==> src/rtl/ps2_host_tx_if.sv <==
// rtl/ps2_host_tx_if.sv - request/status handshake between a PS/2 transmit client and ps2_host_tx
interface ps2_host_tx_if;
    logic       tx_start;
    logic [7:0] tx_data;
    logic       tx_busy;
    logic       tx_done;
    logic       tx_error;

    modport master (output tx_start, output tx_data, input tx_busy, input tx_done, input tx_error);
    modport slave  (input tx_start, input tx_data, output tx_busy, output tx_done, output tx_error);
endinterface

==> src/rtl/ps2_host_tx.sv <==
// rtl/ps2_host_tx.sv - PS/2 host-to-device byte transmitter over open-drain clock/data
// Optional ack-level checking is enabled by defining PS2TX_ACK_CHECK_EN.
module ps2_host_tx #(
    parameter int INHIBIT_CYCLES = 1820,
    parameter int TIMEOUT_CYCLES = 280000,
    parameter int CNT_W          = 19
) (
    input  logic         clk,
    input  logic         rst_n,
    ps2_host_tx_if.slave tx,
    input  logic         ps2clk_in,
    input  logic         ps2data_in,
    output logic         ps2clk_oe,
    output logic         ps2data_oe
);
    typedef enum logic [2:0] {
        IDLE, INHIBIT, REQ, BITS, ACK, WAIT_IDLE, DONE, ERR
    } state_t;

    state_t            state, next_state;
    logic [CNT_W-1:0]  cnt;
    logic [10:0]       shift;
    logic [3:0]        bitcnt;
    logic              data_drv;
    logic              clk_m, clk_s, clk_p, data_m, data_s;
    logic              fall, cnt_inh_end, cnt_tmo_end, timeout;
`ifdef PS2TX_ACK_CHECK_EN
    logic              ack_bad;
`endif

    assign fall        = clk_p & ~clk_s;
    assign cnt_inh_end = (cnt == CNT_W'(INHIBIT_CYCLES - 1));
    assign cnt_tmo_end = (cnt == CNT_W'(TIMEOUT_CYCLES - 1));
    assign timeout     = cnt_tmo_end &&
                         (state == REQ || state == BITS || state == ACK || state == WAIT_IDLE);

    always_ff @(posedge clk or negedge rst_n) begin
        if (!rst_n) begin
            state    <= IDLE;
            cnt      <= '0;
            shift    <= '0;
            bitcnt   <= '0;
            data_drv <= 1'b0;
            // Synchronizers reset to the idle bus level so no edge is fabricated
            clk_m    <= 1'b1;
            clk_s    <= 1'b1;
            clk_p    <= 1'b1;
            data_m   <= 1'b1;
            data_s   <= 1'b1;
`ifdef PS2TX_ACK_CHECK_EN
            ack_bad  <= 1'b0;
`endif
        end else begin
            state  <= next_state;
            clk_m  <= ps2clk_in;
            clk_s  <= clk_m;
            clk_p  <= clk_s;
            data_m <= ps2data_in;
            data_s <= data_m;

            if (state == IDLE || (state == INHIBIT && cnt_inh_end))
                cnt <= '0;
            else
                cnt <= cnt + CNT_W'(1);

            // Bit 0 holds the start bit so the first device edge keeps it on the wire
            if (state == IDLE && tx.tx_start)
                shift <= {1'b1, ~^tx.tx_data, tx.tx_data, 1'b0};
            else if (state == BITS && fall)
                shift <= {1'b0, shift[10:1]};

            if (state == IDLE)
                bitcnt <= '0;
            else if (state == BITS && fall)
                bitcnt <= bitcnt + 4'd1;

            if (state == REQ)
                data_drv <= 1'b1;
            else if (state == BITS && fall)
                data_drv <= ~shift[0];

`ifdef PS2TX_ACK_CHECK_EN
            if (state == ACK && fall)
                ack_bad <= data_s;
`endif
        end
    end

    always_comb begin
        next_state = state;
        case (state)
            IDLE:      if (tx.tx_start) next_state = INHIBIT;
            INHIBIT:   if (cnt_inh_end) next_state = REQ;
            REQ:       next_state = BITS;
            BITS:      if (fall && bitcnt == 4'd10) next_state = ACK;
            ACK:       if (fall) next_state = WAIT_IDLE;
            WAIT_IDLE: if (clk_s && data_s) begin
`ifdef PS2TX_ACK_CHECK_EN
                next_state = ack_bad ? ERR : DONE;
`else
                next_state = DONE;
`endif
            end
            DONE:      next_state = IDLE;
            ERR:       next_state = IDLE;
            default:   next_state = IDLE;
        endcase
        // Timeout overrides any same-cycle completion
        if (timeout)
            next_state = ERR;
    end

    always_comb begin
        tx.tx_busy  = (state == INHIBIT) || (state == REQ) || (state == BITS) ||
                      (state == ACK) || (state == WAIT_IDLE);
        tx.tx_done  = (state == DONE);
        tx.tx_error = (state == ERR);
        ps2clk_oe   = (state == INHIBIT) || (state == REQ);
        ps2data_oe  = (state == REQ) || (state == BITS && data_drv);
    end
endmodule

==> src/flat_wrapper.sv <==
// flat-port wrapper written by rule: the top's interface ports become plain ports
module ps2_host_tx_flat 
#(
    parameter int INHIBIT_CYCLES = 1820,
    parameter int TIMEOUT_CYCLES = 280000,
    parameter int CNT_W          = 19
)
  (clk, rst_n, ps2clk_in, ps2data_in, ps2clk_oe, ps2data_oe, tx_tx_start, tx_tx_data, tx_tx_busy, tx_tx_done, tx_tx_error);
  ps2_host_tx_if tx_i ();
  input  logic clk;
  input  logic rst_n;
  input  logic ps2clk_in;
  input  logic ps2data_in;
  output logic ps2clk_oe;
  output logic ps2data_oe;
  input wire logic [$bits(tx_i.tx_start)-1:0] tx_tx_start;
  input wire logic [$bits(tx_i.tx_data)-1:0] tx_tx_data;
  output wire logic [$bits(tx_i.tx_busy)-1:0] tx_tx_busy;
  output wire logic [$bits(tx_i.tx_done)-1:0] tx_tx_done;
  output wire logic [$bits(tx_i.tx_error)-1:0] tx_tx_error;
  assign tx_i.tx_start = tx_tx_start;
  assign tx_i.tx_data = tx_tx_data;
  assign tx_tx_busy = tx_i.tx_busy;
  assign tx_tx_done = tx_i.tx_done;
  assign tx_tx_error = tx_i.tx_error;
  ps2_host_tx #(.INHIBIT_CYCLES(INHIBIT_CYCLES), .TIMEOUT_CYCLES(TIMEOUT_CYCLES), .CNT_W(CNT_W)) u_core (.clk(clk), .rst_n(rst_n), .tx(tx_i), .ps2clk_in(ps2clk_in), .ps2data_in(ps2data_in), .ps2clk_oe(ps2clk_oe), .ps2data_oe(ps2data_oe));
endmodule
==> config.mk <==
export PLATFORM = sky130hd
export DESIGN_NAME = ps2_host_tx_flat
export DESIGN_NICKNAME = d
export VERILOG_FILES = /design/src/rtl/ps2_host_tx_if.sv /design/src/rtl/ps2_host_tx.sv /design/src/flat_wrapper.sv
export SDC_FILE = /design/constraint.sdc
export NUM_CORES = 1
export LEC_CHECK = 0
export ABC_AREA = 0
export CORE_MARGIN = 4
export CORE_UTILIZATION = 46
export DETAILED_ROUTE_END_ITERATION = 6
export DONT_BUFFER_PORTS = 1
export PLACE_DENSITY = 0.62
export SLEW_MARGIN = 20
export SYNTH_ARGS = -nofsm -noshare
export SYNTH_HDL_FRONTEND = slang
export SYNTH_SLANG_ARGS = --single-unit
==> constraint.sdc <==
create_clock -name clk -period 5.6 [get_ports clk]
set_input_delay 1.68 -clock clk [delete_from_list [all_inputs] [get_ports clk]]
set_output_delay 1.68 -clock clk [all_outputs]
set_load 0.05 [all_outputs]
---- Word-level counts from Yosys, hierarchy flattened ----
Cells that the tools add are included.
word-level totals
  register bits ........................... 43
  bits of input ports ..................... 13
  output and inout bits ................... 5
  logic and storage cells ................. 67
operators by class
  add/subtract/negate cells ............... 2
  equal/unequal tests ..................... 15
  muxes and demuxes ....................... 14
  bitwise operators ....................... 3
  reduce and logical (&&, ||, !) cells .... 23
operator list
  cell                                                                count
  11-bit two-way mux                                                  2
  3-bit one-hot mux with 7 select lines                               1
  19-bit by 1-bit adder with 19-bit output (second input constant)    1
  19-bit by 11-bit == test with 1-bit output (second input constant)  1
  19-bit == test (second input constant)                              1
  19-bit two-way mux                                                  1
  3-bit two-way mux                                                   6
  3-bit == test (second input constant)                               4
  1-bit logical OR                                                    9
  3-bit by 1-bit != test with 1-bit output (second input constant)    3
  4-bit two-way mux                                                   2
  8-bit XNOR reduction                                                1
  1-bit logical AND                                                   7
  3-bit by 2-bit == test with 1-bit output (second input constant)    2
  3-bit by 2-bit != test with 1-bit output (second input constant)    2
  2-bit nonzero test                                                  3
  5-bit AND reduction                                                 1
  4-bit by 1-bit adder with 4-bit output (second input constant)      1
  4-bit == test (second input constant)                               1
  3-bit by 1-bit == test with 1-bit output (second input constant)    1
  3-bit zero test                                                     1
  1-bit two-way mux                                                   2
  1-bit inverter                                                      2
  2-bit OR reduction                                                  1
  1-bit AND                                                           1

---- Logic depth before layout (Yosys ltp) ----
  depth in word-level cells ............... 7
  depth in mapped cells ................... 7
  mapped depth without buffers ............ 6

---- Worst setup path before layout ----
OpenSTA, ideal clock, no wires.
  path kind ............................... reg2out
  from .................................... reg u_core.state[1]
  to ...................................... out tx_tx_busy
  arrival time ............................ 1.531 ns
  required time ........................... 3.920 ns
  path slack .............................. 2.389 ns
  stages on the path, launching flop included .. 4
  buffers on the path ..................... 1
  cells stage by stage .................... dfrtp_1 -> clkbuf_1 -> nor3_1 -> a21oi_1
between the ends
  longest elaborated chain between the ends .. 5
  elaborated cells between the ends (all ways) .. 9
  those cells by class .................... 5 x eq/ne; 4 x reduce/logical
RTL lines
  what                                                                                                         RTL line            text
  start: declaration                                                                                           ps2_host_tx.sv:20   state_t state, next_state;
  start signal: assignment                                                                                     ps2_host_tx.sv:54   state <= next_state;
  3-bit by 1-bit == test with 1-bit output / 3-bit by 2-bit == test with 1-bit output (equally long branches)  ps2_host_tx.sv:114  tx.tx_busy = (state == INHIBIT) || (state == REQ) || (state == BITS) ||
  1-bit logical OR (3 in series)                                                                               ps2_host_tx.sv:114
  1-bit logical OR (*)                                                                                         ps2_host_tx.sv:115  (state == ACK) || (state == WAIT_IDLE);
  end: declaration                                                                                             flat_wrapper.sv:18  output wire logic [$bits(tx_i.tx_busy)-1:0] tx_tx_busy;
Mark *: on every way between the ends. The rest lies on a longest branch, timed or not.

---- Final worst setup path ----
  from .................................... reg u_core.state[2]
  to ...................................... out ps2data_oe
between the ends
  longest elaborated chain between the ends .. 3
  elaborated cells between the ends (all ways) .. 4
  those cells by class .................... 2 x eq/ne; 2 x reduce/logical
RTL lines
  what                                      RTL line            text
  3-bit by 2-bit == test with 1-bit output  ps2_host_tx.sv:119  ps2data_oe = (state == REQ) || (state == BITS && data_drv);
  1-bit logical AND                         ps2_host_tx.sv:119
  1-bit logical OR (*)                      ps2_host_tx.sv:119
  end: declaration                          flat_wrapper.sv:15  output logic ps2data_oe;
Marks and branches as above.

==> out/results.ini <==
[run_status]
outcome = finished clean

[clocking]
cts_buffer_depth = 2
clock_tree.htree_level_count = 2
cts_tree = done
cts_made_buffers = 5
clock_latency_ps = 290
cts.sinks = 43
clk_root_buffer_cell = clkbuf_8
cts_resized = 0
path_clk_slew_ps = 80
hold_buffers = 0
post_cts_buffers = 0

[synth]
synth_area_per_cell_sq_um = 10.1
synth_warnings = 0
synthCells = 217
synth_compound_area_share_pct = 13.0
synth_ff_type = dfrtp_1
synth.top_cell.area_share_pct = 43.6
synth.distinct_cells = 41
synth_fa_ha_area_share_pct = 1.72
synthTopCellsByArea = dfrtp_1, xnor2_1, dfstp_2
syn_nets = 233
synth_xor_area_share_pct = 9.23
yosysSeqAreaShare_pct = 49.6
yosysTopAreaCell = dfrtp_1
ys_ff_latch = 43
syn_area_sq_um = 2180
async_reset_ff_share_pct = 100
synth_mux_area_share_pct = 5.56
synth_top_family_by_area = simple AND/OR/NAND/NOR gates
synth-simple-area-share_pct = 17.9
synth_edf_count = 0

[finish]
fillers = 416
drive_gt1_share_pct = 8.76
nets = 232
final_core_util_pct = 52.5
syn_to_final_growth_pct = 7.56
antenna_cells = 0

[timing]
max_slew_margin_pct = 29.3
setup_viol = 0
tns_ps = 0
slew_viol_final = 0
grt_setup_unrepaired = false
worstMarginPinSlew_ps = 1060
fmax_mhz = 277
fin_skew_ps = 6.22
finalHoldViolCount = 0
period_share_pct = 64.4
period_minus_slack_ps = 3610

[floorplanning]
initial_core_util_pct = 48.8
io_pins = 18
die_w_um = 76.9
placementRows = 24
dieHeight_um = 76.9
core_area_sq_um = 4470
die_area_sq_um = 5910

[pwr]
vdd_drop_max_uv = 123
powerDensity_nw_per_um2 = 257
leakage_nw = 0.861

[setup_path]
startpoint = u_core.state[2]
cp-end-kind = primary output
critPathMaxFanout = 11
path_class = reg -> out
timing.rr.start = u_core.cnt[0]
worstSetupStartpointType = flip-flop
arrival_ps = 1930
critPathRequiredTime_ps = 3920

[routing]
top_layer = met4
wl_met2_um = 1800
vias = 1525
ant_nets = 0
routed_wl_um = 3900
wl_met1_um = 1930
via_per_inst = 5.67
route.met3.wl_um = 149
drtIter0Drc = 71
first_pass_iters = 4
wl_per_cell_um = 14.5
route.detailed.drc = 0

[global_route]
track_usage_pct = 14.3
antenna_found_initial = 0
grt_overflow_total = 0
grt_pass1_vias = 1485
grt_pass1_wl_um = 6830
grt_max_degree = 44

[flow_run]
cap_violations = 0

[placement]
dpl.hpwl_um = 2760
gp_congestion = 0.830
portBuffers = 0

[hold_path]
hold_path_class = reg -> reg
min_from = u_core.clk_m

layout make-up:
type	instances	area, sq um	share of cell area [%]
sequential	43	1080	46.1
multi-input combinational	159	1040	44.2
clock buffer	6	72.6	3.09
tap	52	65.1	2.77
clock inverter	2	60.1	2.56
inverter	6	22.5	0.959
timing repair buffer	1	7.51	0.320
cell families (layout without fill, tap and decap cells):
| group | after synthesis | count (layout) |
|---|---|---|
| muxes | 12 | 12 |
| adders and majority gates | 3 | 3 |
| and+or+nand+nor | 74 | 74 |
| buffers and inverters | 15 | 15 |
| xor gates and xnor gates | 23 | 23 |
| DFF | 43 | 43 |
| AOI/OAI and AO/OA | 47 | 47 |
registers in the layout (all words and copies together), names as in the netlist:
name / cells
u_core.shift: 11
u_core.bitcnt: 4
u_core.data_m: 1
u_core.state: 3
u_core.cnt: 19
u_core.clk_m: 1
u_core.data_drv: 1
u_core.clk_s: 1
u_core.data_s: 1
u_core.clk_p: 1
worst max-delay path, stage by stage (launching register included):
cell,delay [ps]
dfrtp_1,480
nand2b_1,300
a21oi_1,870
per-stage QoR:
stage / worst slack [ps] / hold slack [ps] / instances / cell area (sq um) / power, mW
2_1_floorplan: 2390 / 345 / 217 / 2180 / 0.330
3_3_place_gp: 2360 / 349 / 261 / 2210 / 0.331
3_5_place_dp: 2300 / 348 / 261 / 2220 / 0.331
4_1_cts: 1980 / 360 / 269 / 2350 / 0.611
5_1_grt: 1860 / 362 / 269 / 2350 / 0.629
6_report: 1990 / 358 / 269 / 2350 / 0.605
layout by cell type (no fill, tap or decap), drive strengths merged, types with 2 or more instances in the layout:
master / Yosys / layout
mux2i: 11 / 11
xnor2: 19 / 19
a21oi: 17 / 17
clkbuf: 7 / 6
nand2b: 3 / 3
nand4b: 2 / 2
nor2b: 3 / 3
nor2: 11 / 11
inv: 6 / 6
nand2: 19 / 19
nor3: 7 / 7
dfrtp: 38 / 38
nand3: 6 / 6
or4: 3 / 3
nand4: 4 / 4
dfstp: 5 / 5
o211ai: 2 / 2
o21ai: 16 / 16
xor2: 4 / 4
or3: 5 / 5
a22oi: 5 / 5
bufinv: 0 / 2
nor4: 5 / 5
ha: 3 / 3
cell usage after synthesis, types with 3 or more instances:
library cell	number
nor4_1	5
nor2b_1	3
xnor2_1	19
mux2i_1	11
nor2_1	11
xor2_1	4
a22oi_1	5
nand2b_1	3
a21oi_1	17
ha_1	3
nand3_1	6
inv_1	6
dfstp_2	5
nand2_1	19
nor3_1	7
o21ai_0	15
clkbuf_1	7
nand4_1	4
dfrtp_1	38
or3_1	5
final timing paths:
check	endpoint	slack (ps)	cells after the start
min in group asynchronous	u_core.bitcnt[2]	1070	0
max in group asynchronous	u_core.data_s	4340	0
worst min-delay path	u_core.clk_s	360	0
worst max register to register	u_core.cnt[18]	3200	5
worst min register to register	u_core.clk_s	360	0
worst max-delay path	ps2data_oe	1990	2
where the power goes:
part | internal (mW) | switching [mW] | leakage, nW
logic | 0.00615 | 0.00436 | 0.283
clock network | 0.178 | 0.101 | 0.0654
registers | 0.314 | 0.000813 | 0.512
metal layers:
metal  vias up  track usage, %
met5         -               0
met4         0            4.17
met3         2            4.45
met2        20            23.0
met1       742            18.5
li1        761               -
(Power assumes the default switching activity.)
